==> config.mk <==
export PLATFORM = sky130hd
export DESIGN_NAME = mem_port_arbiter
export DESIGN_NICKNAME = d
export VERILOG_FILES = /design/src/rtl/mem_port_arbiter.sv
export SDC_FILE = /design/constraint.sdc
export NUM_CORES = 1
export LEC_CHECK = 0
export BUFFER_PORTS_ARGS = -buffer_cell sky130_fd_sc_hd__clkbuf_2
export CORE_AREA = 2 2 553 555
export DETAILED_ROUTE_END_ITERATION = 10
export DIE_AREA = 0 0 555 557
export REMOVE_ABC_BUFFERS = 1
export SLEW_MARGIN = 20
export SYNTH_ARGS = -nofsm -noshare
export SYNTH_HDL_FRONTEND = slang
export SYNTH_SLANG_ARGS = --single-unit
==> constraint.sdc <==
create_clock -name clk -period 3 [get_ports clk]
set_input_delay 0.45 -clock clk [delete_from_list [all_inputs] [get_ports clk]]
set_output_delay 0.45 -clock clk [all_outputs]
set_load 0.01 [all_outputs]
==> src/rtl/mem_port_arbiter.sv <==
// Arbitrates the single cacheline-adaptor port between i_cache (read-only) and d_cache (read/write).
// One transaction per grant, alternating tie-break, plus an i_cache stall-cycle counter.
module mem_port_arbiter #(
   parameter int unsigned s_line = 256,
   parameter int unsigned s_addr = 32,
   parameter int unsigned s_cnt  = 32
) (
   input  logic              clk,
   input  logic              rst,
   input  logic              i_pmem_read,
   input  logic [s_addr-1:0] i_pmem_address,
   output logic [s_line-1:0] i_pmem_rdata,
   output logic              i_pmem_resp,
   input  logic              d_pmem_read,
   input  logic              d_pmem_write,
   input  logic [s_addr-1:0] d_pmem_address,
   input  logic [s_line-1:0] d_pmem_wdata,
   output logic [s_line-1:0] d_pmem_rdata,
   output logic              d_pmem_resp,
   output logic              pmem_read,
   output logic              pmem_write,
   output logic [s_addr-1:0] pmem_address,
   output logic [s_line-1:0] pmem_wdata,
   input  logic [s_line-1:0] pmem_rdata,
   input  logic              pmem_resp,
   output logic              arbiter_instr_state,
   output logic              arbiter_data_state,
   input  logic              clear_counters,
   output logic [s_cnt-1:0]  instr_wait_count
);

   typedef enum logic [1:0] {
      S_IDLE  = 2'd0,
      S_INSTR = 2'd1,
      S_DATA  = 2'd2
   } state_t;

   typedef enum logic {
      G_INSTR = 1'b0,
      G_DATA  = 1'b1
   } grant_t;

   localparam logic [s_cnt-1:0] cnt_one = 1;

   state_t state, state_next;
   grant_t last_grant, last_grant_next;
   logic   d_req;

   assign d_req        = d_pmem_read | d_pmem_write;
   assign i_pmem_rdata = pmem_rdata;
   assign d_pmem_rdata = pmem_rdata;

   always_ff @(posedge clk) begin
      if (rst) begin
         state      <= S_IDLE;
         last_grant <= G_INSTR;
      end else begin
         state      <= state_next;
         last_grant <= last_grant_next;
      end
   end

   always_ff @(posedge clk) begin
      if (rst || clear_counters) begin
         instr_wait_count <= '0;
      end else if (i_pmem_read && (state != S_INSTR) && (instr_wait_count != '1)) begin
         instr_wait_count <= instr_wait_count + cnt_one;
      end
   end

   always_comb begin
      state_next          = state;
      last_grant_next     = last_grant;
      pmem_read           = 1'b0;
      pmem_write          = 1'b0;
      pmem_address        = '0;
      pmem_wdata          = '0;
      i_pmem_resp         = 1'b0;
      d_pmem_resp         = 1'b0;
      arbiter_instr_state = 1'b0;
      arbiter_data_state  = 1'b0;
      unique case (state)
         S_IDLE: begin
            // On contention the side that did not win last time goes first.
            if (i_pmem_read && d_req) begin
               state_next = (last_grant == G_INSTR) ? S_DATA : S_INSTR;
            end else if (i_pmem_read) begin
               state_next = S_INSTR;
            end else if (d_req) begin
               state_next = S_DATA;
            end
         end
         S_INSTR: begin
            arbiter_instr_state = 1'b1;
            pmem_read           = i_pmem_read;
            pmem_address        = i_pmem_address;
            i_pmem_resp         = pmem_resp;
            if (pmem_resp) begin
               state_next      = S_IDLE;
               last_grant_next = G_INSTR;
            end
         end
         S_DATA: begin
            arbiter_data_state = 1'b1;
            // A simultaneous read+write from d_cache is treated as a write.
            pmem_write         = d_pmem_write;
            pmem_read          = d_pmem_read & ~d_pmem_write;
            pmem_address       = d_pmem_address;
            pmem_wdata         = d_pmem_wdata;
            d_pmem_resp        = pmem_resp;
            if (pmem_resp) begin
               state_next      = S_IDLE;
               last_grant_next = G_DATA;
            end
         end
         default: state_next = S_IDLE;
      endcase
   end

endmodule

# After elaboration in Yosys (flattened, before gate mapping)

Index checks and enable logic that the tools add are counted.
Widths: inputs -> output; s select.

Register bits after elaboration: 35
Word-level logic and storage cells: 41
Output and inout bits: 838

Reductions and logical operators: 9
Bitwise gates (word level): 3
Eq/ne operators: 8
Add/subtract/negate cells: 1
Multiplexer cells: 17

Operators by type and width:

| cell                  | number |
|---|---|
| $mux 256              | 1 |
| $pmux 32 s2           | 1 |
| $add 32x1->32 const B | 1 |
| $ne 32x32->1 const B  | 1 |
| $mux 2                | 5 |
| $mux 1                | 7 |
| $ne 2x1->1 const B    | 2 |
| $ne 2x2->1 const B    | 2 |
| $ne 4x4->1 const B    | 1 |
| $pmux 1 s2            | 2 |
| $pmux 2 s2            | 1 |
| $logic_and 1x1->1     | 3 |
| $reduce_and 3->1      | 1 |
| $eq 2x1->1 const B    | 1 |
| $eq 2x2->1 const B    | 1 |
| $logic_not 2->1       | 1 |
| $reduce_and 2->1      | 1 |
| $reduce_bool 2->1     | 1 |
| $reduce_or 2->1       | 1 |
| $and 1x1->1           | 1 |
| $logic_or 1x1->1      | 1 |
| $not 1->1             | 1 |
| $or 1x1->1            | 1 |

# Depth between registers and ports, before layout

Gate-level depths: netlist (run 1).

Depth in word-level cells: 5
Mapped depth: 8
Gate-level depth less buffers: 7

# Worst setup path after synthesis (run 1)

Ideal clock, no wire load.

Path kind: register -> register
Start point: register state[1]
End point: register instr_wait_count[27]
Period minus slack after synthesis: 2.349 ns
Cell stages (with the launch flop): 9
Data arrival time: 2.279 ns
Setup slack: 0.651 ns
Buffers on the path: 1
Cell sequence: dfxtp_1 > inv_1 > ha_1 > clkbuf_1 > nand4b_1 > or4_4 > a211o_1 > or3_1 > a21oi_1

Cells in the longest elaborated chain, start to end: 3

Ends and longest elaborated chain:

| element                         | RTL line | source |
|---|---|---|
| start, declared                 | 45       | `state_t state, state_next;` |
| start signal, assigned          | 58       | `state <= state_next;` |
| $ne 2x1->1                      | 66       | `end else if (i_pmem_read && (state != S_INSTR) && (instr_wait_count != '1)) begin` |
| $logic_and 1x1->1 (2 in series) | 66       |  |
| end signal, assigned            | 67       | `instr_wait_count <= instr_wait_count + cnt_one;` |
| end, declared                   | 29       | `output logic [s_cnt-1:0] instr_wait_count` |

No other way between the ends.
A chain may end at the register's enable or synchronous reset.

# Final worst setup path (run 1)

Start point: register state[0]
End point: output pmem_address[18]

Cells in the longest elaborated chain, start to end: 2
Elaborated cells between the ends (all ways): 3
Classes of those cells: 2 x eq/ne; 1 x mux

Ends and longest elaborated chain:

| element                                  | RTL line | source |
|---|---|---|
| $eq 2x2->1 or $eq 2x1->1 (tied branches) | 82       | `unique case (state)` |
| $pmux 32 s2 (*)                          | 82       |  |
| end, declared                            | 22       | `output logic [s_addr-1:0] pmem_address,` |

Every way passes the cells marked *; elsewhere a longest branch is shown, timed or not.

==> run summary, run 1 <==
Share of layout cells above drive strength 1 -> 0.5658
Die area -> 0.3091 mm²
Initial antenna violation count -> 251
Hold_buf cts -> 0
Yosys cell types -> 44
Half-perimeter wire length after placement -> 344300 µm
First-pass GRT wire length -> 391700 µm
Initial drt markers -> 1724
CP Max Fanout -> 85
CP required -> 2.55 ns
Clock share of power -> 0.140
Share of power burned in registers -> 0.128
Sw frac -> 0.5985
Vias in the first global route -> 8587
Setup violations, final -> 0
Final setup skew -> 0.006706 ns
Post-synthesis sequential area ratio -> 0.08822
Leakage -> 0.004415 µW
VDD IR max -> 0.2031 mV
IO Port Bufs -> 652
Minimum clock period -> 2.917 ns
Area delta synth->final -> 57.72%
DR WL/cell -> 71.01 µm
NetSw -> 2238 µW
Largest net degree at the start of global routing -> 86
Filler cells -> 36200
Rows -> 203
Slowest-stage cell, CP -> a22oi_1
H-tree Lvls -> 2
Postcts setup bufs -> 0
Total track usage -> 0.2319
Slew @ Worst Pin -> 0.9299 ns
Critical Path End Type -> primary output
Top cells by count, synth -> buf_4, and2_1, clkbuf_1, dfxtp_1, nor2_1
Total CTS buffers -> 5
Final period utilization -> 0.9724
Mean post-synth cell area -> 7.207 µm²
Synth area leader -> buf_4
Die width -> 555 µm
Relative slew slack -> 0.3800
Data arrival time of the worst path -> 2.47 ns
Initial core utilization -> 0.02612
Most frequently used flop master after synthesis -> dfxtp_1
Top cells by area, synth -> buf_4, and2_1, dfxtp_1
Cells after Synth -> 1102
Clk root buf -> clkbuf_16
Via density -> 2.285
Final WL -> 371000 µm
Core ar. -> 0.3040 mm²
Post_cts resized -> 0
Global route overflow -> 0
CP Launch Type -> flip-flop
Place WS -> 0.4674 ns
RSZ-0062 raised after global routing -> false
Hold Fails Final Rpt -> 0
Clock sinks -> 35
Setup WS post-layout -> 0.08266 ns
Worst path max stage delay -> 0.78 ns
Nets -> 1803
Longest Clk Path Bufs -> 2
Count leader, synth -> buf_4
I/O pin total -> 1421
Slew Viols, Final -> 0
CP Cell Sequence -> inv_1 > ha_4 > buf_12 > a22oi_1 > nor2b_1 > clkbuf_2
Number of synthesized flops with an enable pin -> 0
Worst-path clk slew -> 0.06 ns
CP Class -> flip-flop to primary output
Vias -> 11940
Hold WC Path Type -> flip-flop to flip-flop
CTS tree -> done
Ys Warns -> 0
Comb power frac -> 0.733
DRT antenna net count -> 0
Setup tns final -> 0 ns
DP Area -> 0.01235 mm²
Die Y -> 557 µm
Router iterations before antenna repair -> 5
Design area -> 0.01253 mm²
Drt drc -> 0
Status -> finished clean
Pwr per Cell Area -> 298.5 mW/mm²
Fmax -> 342.8 MHz
Synth Cell Area -> 0.007943 mm²
Worst-Skew Late Latency -> 0.28 ns
Final GP Congestion -> 0.9586
Pint -> 1502 µW
Asr flop ratio synth -> 0
Synthesis-stage register bit count -> 35
Max_cap viols -> 0
Yosys top cell area share -> 0.4839
registers in the layout (all words and copies together), names as in the netlist:
register,cells
state,2
last_grant,1
instr_wait_count,32
routing by layer:
layer / GRT usage / wire [µm]
met1: 0.1411 / 80790
met2: 0.3640 / 160600
met3: 0.3078 / 104000
met4: 0.07455 / 17850
met5: 0.1956 / 7722
worst paths after layout:
path / to / cells past startpoint / from / slack [ns]
setup / recovery: pmem_address[18] / 6 / state[0] / 0.08
hold / removal: instr_wait_count[14] / 1 / instr_wait_count[14] / 0.49
setup reg to reg: instr_wait_count[25] / 7 / state[1] / 0.62
hold reg to reg: instr_wait_count[14] / 1 / instr_wait_count[14] / 0.49
through the flow:
step,hold slack [ns],utilization,instances,power [µW]
finish,0.4919,0.04120,5225,3740
global route,0.5364,0.04112,5215,3960
CTS,0.4944,0.04110,5213,3750
detailed placement,0.4795,0.04063,5206,3222
global placement,0.4732,0.04063,5206,3225
floorplan,0.4513,-,543,1253
layout by cell type (no fill, tap or decap), drive strengths merged, types with 10 or more instances in the layout:
| cell | synthesis | routed |
|---|---|---|
| dfxtp | 35 | 35 |
| a21oi | 11 | 11 |
| nor2 | 33 | 33 |
| and2 | 259 | 259 |
| a22oi | 32 | 32 |
| inv | 10 | 10 |
| nand3 | 10 | 10 |
| clkbuf | 44 | 657 |
| xnor2 | 18 | 18 |
| nand2 | 23 | 23 |
| diode | 0 | 12 |
| nor2b | 32 | 32 |
| buf | 515 | 15 |
kinds of logic after synthesis:
group	after synthesis	synth area share
simple gates	397	0.2998
xor+xnor	18	0.01985
mux	3	0.003781
fa+ha+maj	4	0.006301
buf+inv	569	0.5112
compound gates	76	0.07089
flops	35	0.08822
worst max-delay path: cells and delay by family (launching register included):
| kind | cells | cell delay [ns] |
|---|---|---|
| adder cells (fa/ha/maj) | 1 | 0.33 |
| flip-flops | 1 | 0.35 |
| buffers and inverters | 3 | 0.54 |
| AND/OR/NAND/NOR | 1 | 0.13 |
| AO/OA/AOI/OAI | 1 | 0.78 |
power groups by stage:
stage / registers (µW) / logic (µW) / clock network [µW]
5_1_grt: 478 / 2930 / 553
2_1_floorplan: 486 / 767 / 0
3_3_place_gp: 488 / 2740 / 0
6_report: 477 / 2740 / 522
3_5_place_dp: 488 / 2730 / 0
4_1_cts: 477 / 2740 / 532
area by class of cell:
cell class	count	area, µm²	share of cell area
well taps	3997	5001	0.3992
repair buffers	666	3408	0.2721
multi-input cells	498	3206	0.2559
flip-flops and latches	35	700.7	0.05593
clock buffers	6	138.9	0.01109
inverters	10	37.54	0.002996
diodes	12	30.03	0.002397
clock inverters	1	5.005	0.0003995
(Power assumes the default switching activity.)
==> run 2: changes to the inputs <==
--- a/config.mk
+++ b/config.mk
@@ -9,6 +9,7 @@
 export CORE_AREA = 2 2 553 555
 export DETAILED_ROUTE_END_ITERATION = 10
 export DIE_AREA = 0 0 555 557
+export PLACE_DENSITY = 0.3
 export REMOVE_ABC_BUFFERS = 1
 export SLEW_MARGIN = 20
 export SYNTH_ARGS = -nofsm -noshare
==> run 2 against run 1 <==
Net effect: register-to-register slack lost 0.07 ns; via count shrank 4.6%; combinational power shrank 7%; fmax grew 1.6%; die area is the same; highest routed layer unchanged.
==> run summary, run 2 (synthesized netlist as in run 1, its figures left out) <==
Global route overflow -> 0
H-tree Lvls -> 2
CP Cell Sequence -> inv_1 > ha_2 > buf_4 > a22oi_1 > nor2b_1 > buf_12
DR WL/cell -> 65.09 µm
Flop2flop setup slack -> 0.55 ns
Final GP Congestion -> 0.9551
Final period utilization -> 0.9574
R2R depth -> 7
Reg-to-Reg Start -> state[1]
Clock sinks -> 35
Hold WC Path Type -> primary input to flip-flop
Max reg flops -> 32
Setup violations, final -> 0
CP Class -> flip-flop to primary output
Minimum clock period -> 2.872 ns
VDD IR max -> 0.1582 mV
Final setup skew -> 0.004807 ns
Vias in the first global route -> 8624
Slew Viols, Final -> 0
Core ar. -> 0.3040 mm²
Router iterations before antenna repair -> 7
Nets -> 1804
Via density -> 2.180
CP Launch Type -> flip-flop
Register area -> 700.7 µm²
Final WL -> 340000 µm
HP Start -> rst
I/O pin total -> 1421
Hold Path Depth -> 2
Power, Total -> 3521 µW
First-pass GRT wire length -> 359900 µm
Biggest regs -> instr_wait_count (32), state (2), last_grant (1)
Worst path max stage delay -> 0.69 ns
Area delta synth->final -> 60.63%
Vias -> 11390
Die Y -> 557 µm
Initial antenna violation count -> 150
Pwr per Cell Area -> 276.0 mW/mm²
Clk root buf -> clkbuf_16
Share of layout cells above drive strength 1 -> 0.5649
Rows -> 203
RSZ-0062 raised after global routing -> false
Hold Fails Final Rpt -> 0
Commonest non-fill, non-tap cell in the layout -> clkbuf_2
CP Max Fanout -> 37
Place WS -> 0.3200 ns
Largest net degree at the start of global routing -> 91
Postcts setup bufs -> 0
Data arrival time of the worst path -> 2.42 ns
Die width -> 555 µm
Relative slew slack -> 0.4159
DRT antenna net count -> 0
Biggest register -> instr_wait_count
Total CTS buffers -> 5
Footprint of the multi-input gates -> 0.003206 mm²
Leakage -> 0.004474 µW
Slew @ Worst Pin -> 0.8730 ns
Initial core utilization -> 0.02612
Die area -> 0.3091 mm²
CTS tree -> done
Post_cts resized -> 0
Commonest cells after routing, fill and taps aside -> clkbuf_2, and2_1, dfxtp_1
Half-perimeter wire length after placement -> 313800 µm
RR Endpoint -> instr_wait_count[31]
Initial drt markers -> 1449
Fmax -> 348.2 MHz
Worst-path clk slew -> 0.06 ns
Hold Path End -> state[1]
Hold_buf cts -> 0
Slowest-stage cell, CP -> a22oi_1
Status -> finished clean
Longest Clk Path Bufs -> 2
IO Port Bufs -> 652
Drt drc -> 0
Worst-Skew Late Latency -> 0.28 ns
Setup WS post-layout -> 0.1277 ns
Filler cells -> 36160
Max_cap viols -> 0
Critical Path End Type -> primary output
Total track usage -> 0.2118
CP required -> 2.55 ns
## run 2: how the worst max path moves through the flow
stage               startpoint                to  slack, ns  depth (start not counted)
finish                state[1]   pmem_address[0]       0.13                          6
global route          state[1]  pmem_address[20]       0.06                          6
CTS                   state[1]  pmem_address[20]      0.001                          6
detailed placement    state[1]  pmem_address[20]       0.32                          6
global placement      state[1]  pmem_address[20]       0.33                          6
floorplan             state[0]   pmem_address[0]      -1.83                          4
## run 2: per-layer routing
| metal | track usage | vias up | wire [µm] |
|---|---|---|---|
| li1 | - | 3214 | - |
| met1 | 0.1162 | 5035 | 66220 |
| met2 | 0.3448 | 2641 | 154100 |
| met3 | 0.2719 | 440 | 92470 |
| met4 | 0.08648 | 56 | 18690 |
| met5 | 0.2010 | - | 8583 |
## run 2: cell type report
class / count / share of cell area
Tap cell: 3997 / 0.3920
Clock buffer: 7 / 0.01040
Multi-Input combinational cell: 498 / 0.2512
Antenna cell: 9 / 0.001765
Clock inverter: 1 / 0.0003923
Sequential cell: 35 / 0.05492
Inverter: 10 / 0.002942
Timing Repair Buffer: 667 / 0.2864
## run 2: report_power, final
group / switching [µW] / internal [µW]
combinational: 1790 / 755
sequential: 5.73 / 471
clock: 192 / 307
total: 1990 / 1530
## run 2: critical path, delay by kind of cell (launching register included)
kind | cells | cell delay [ns]
adder cells (fa/ha/maj) | 1 | 0.19
flip-flops | 1 | 0.40
buffers and inverters | 3 | 0.59
AND/OR/NAND/NOR | 1 | 0.24
AO/OA/AOI/OAI | 1 | 0.69
## run 2: metrics by stage
| stage | hold WS, ns | TNS [ns] | utilization | cells | instance area [µm²] |
|---|---|---|---|---|---|
| 5_1_grt | 0.4782 | 0 | 0.04194 | 5221 | 12750 |
| 3_3_place_gp | 0.4726 | 0 | 0.04144 | 5207 | 12600 |
| 2_1_floorplan | 0.4513 | -469.38 | - | 543 | 3920 |
| 3_5_place_dp | 0.4818 | 0 | 0.04144 | 5207 | 12600 |
| 6_report | 0.4651 | 0 | 0.04196 | 5224 | 12760 |
| 4_1_cts | 0.4538 | 0 | 0.04189 | 5215 | 12740 |
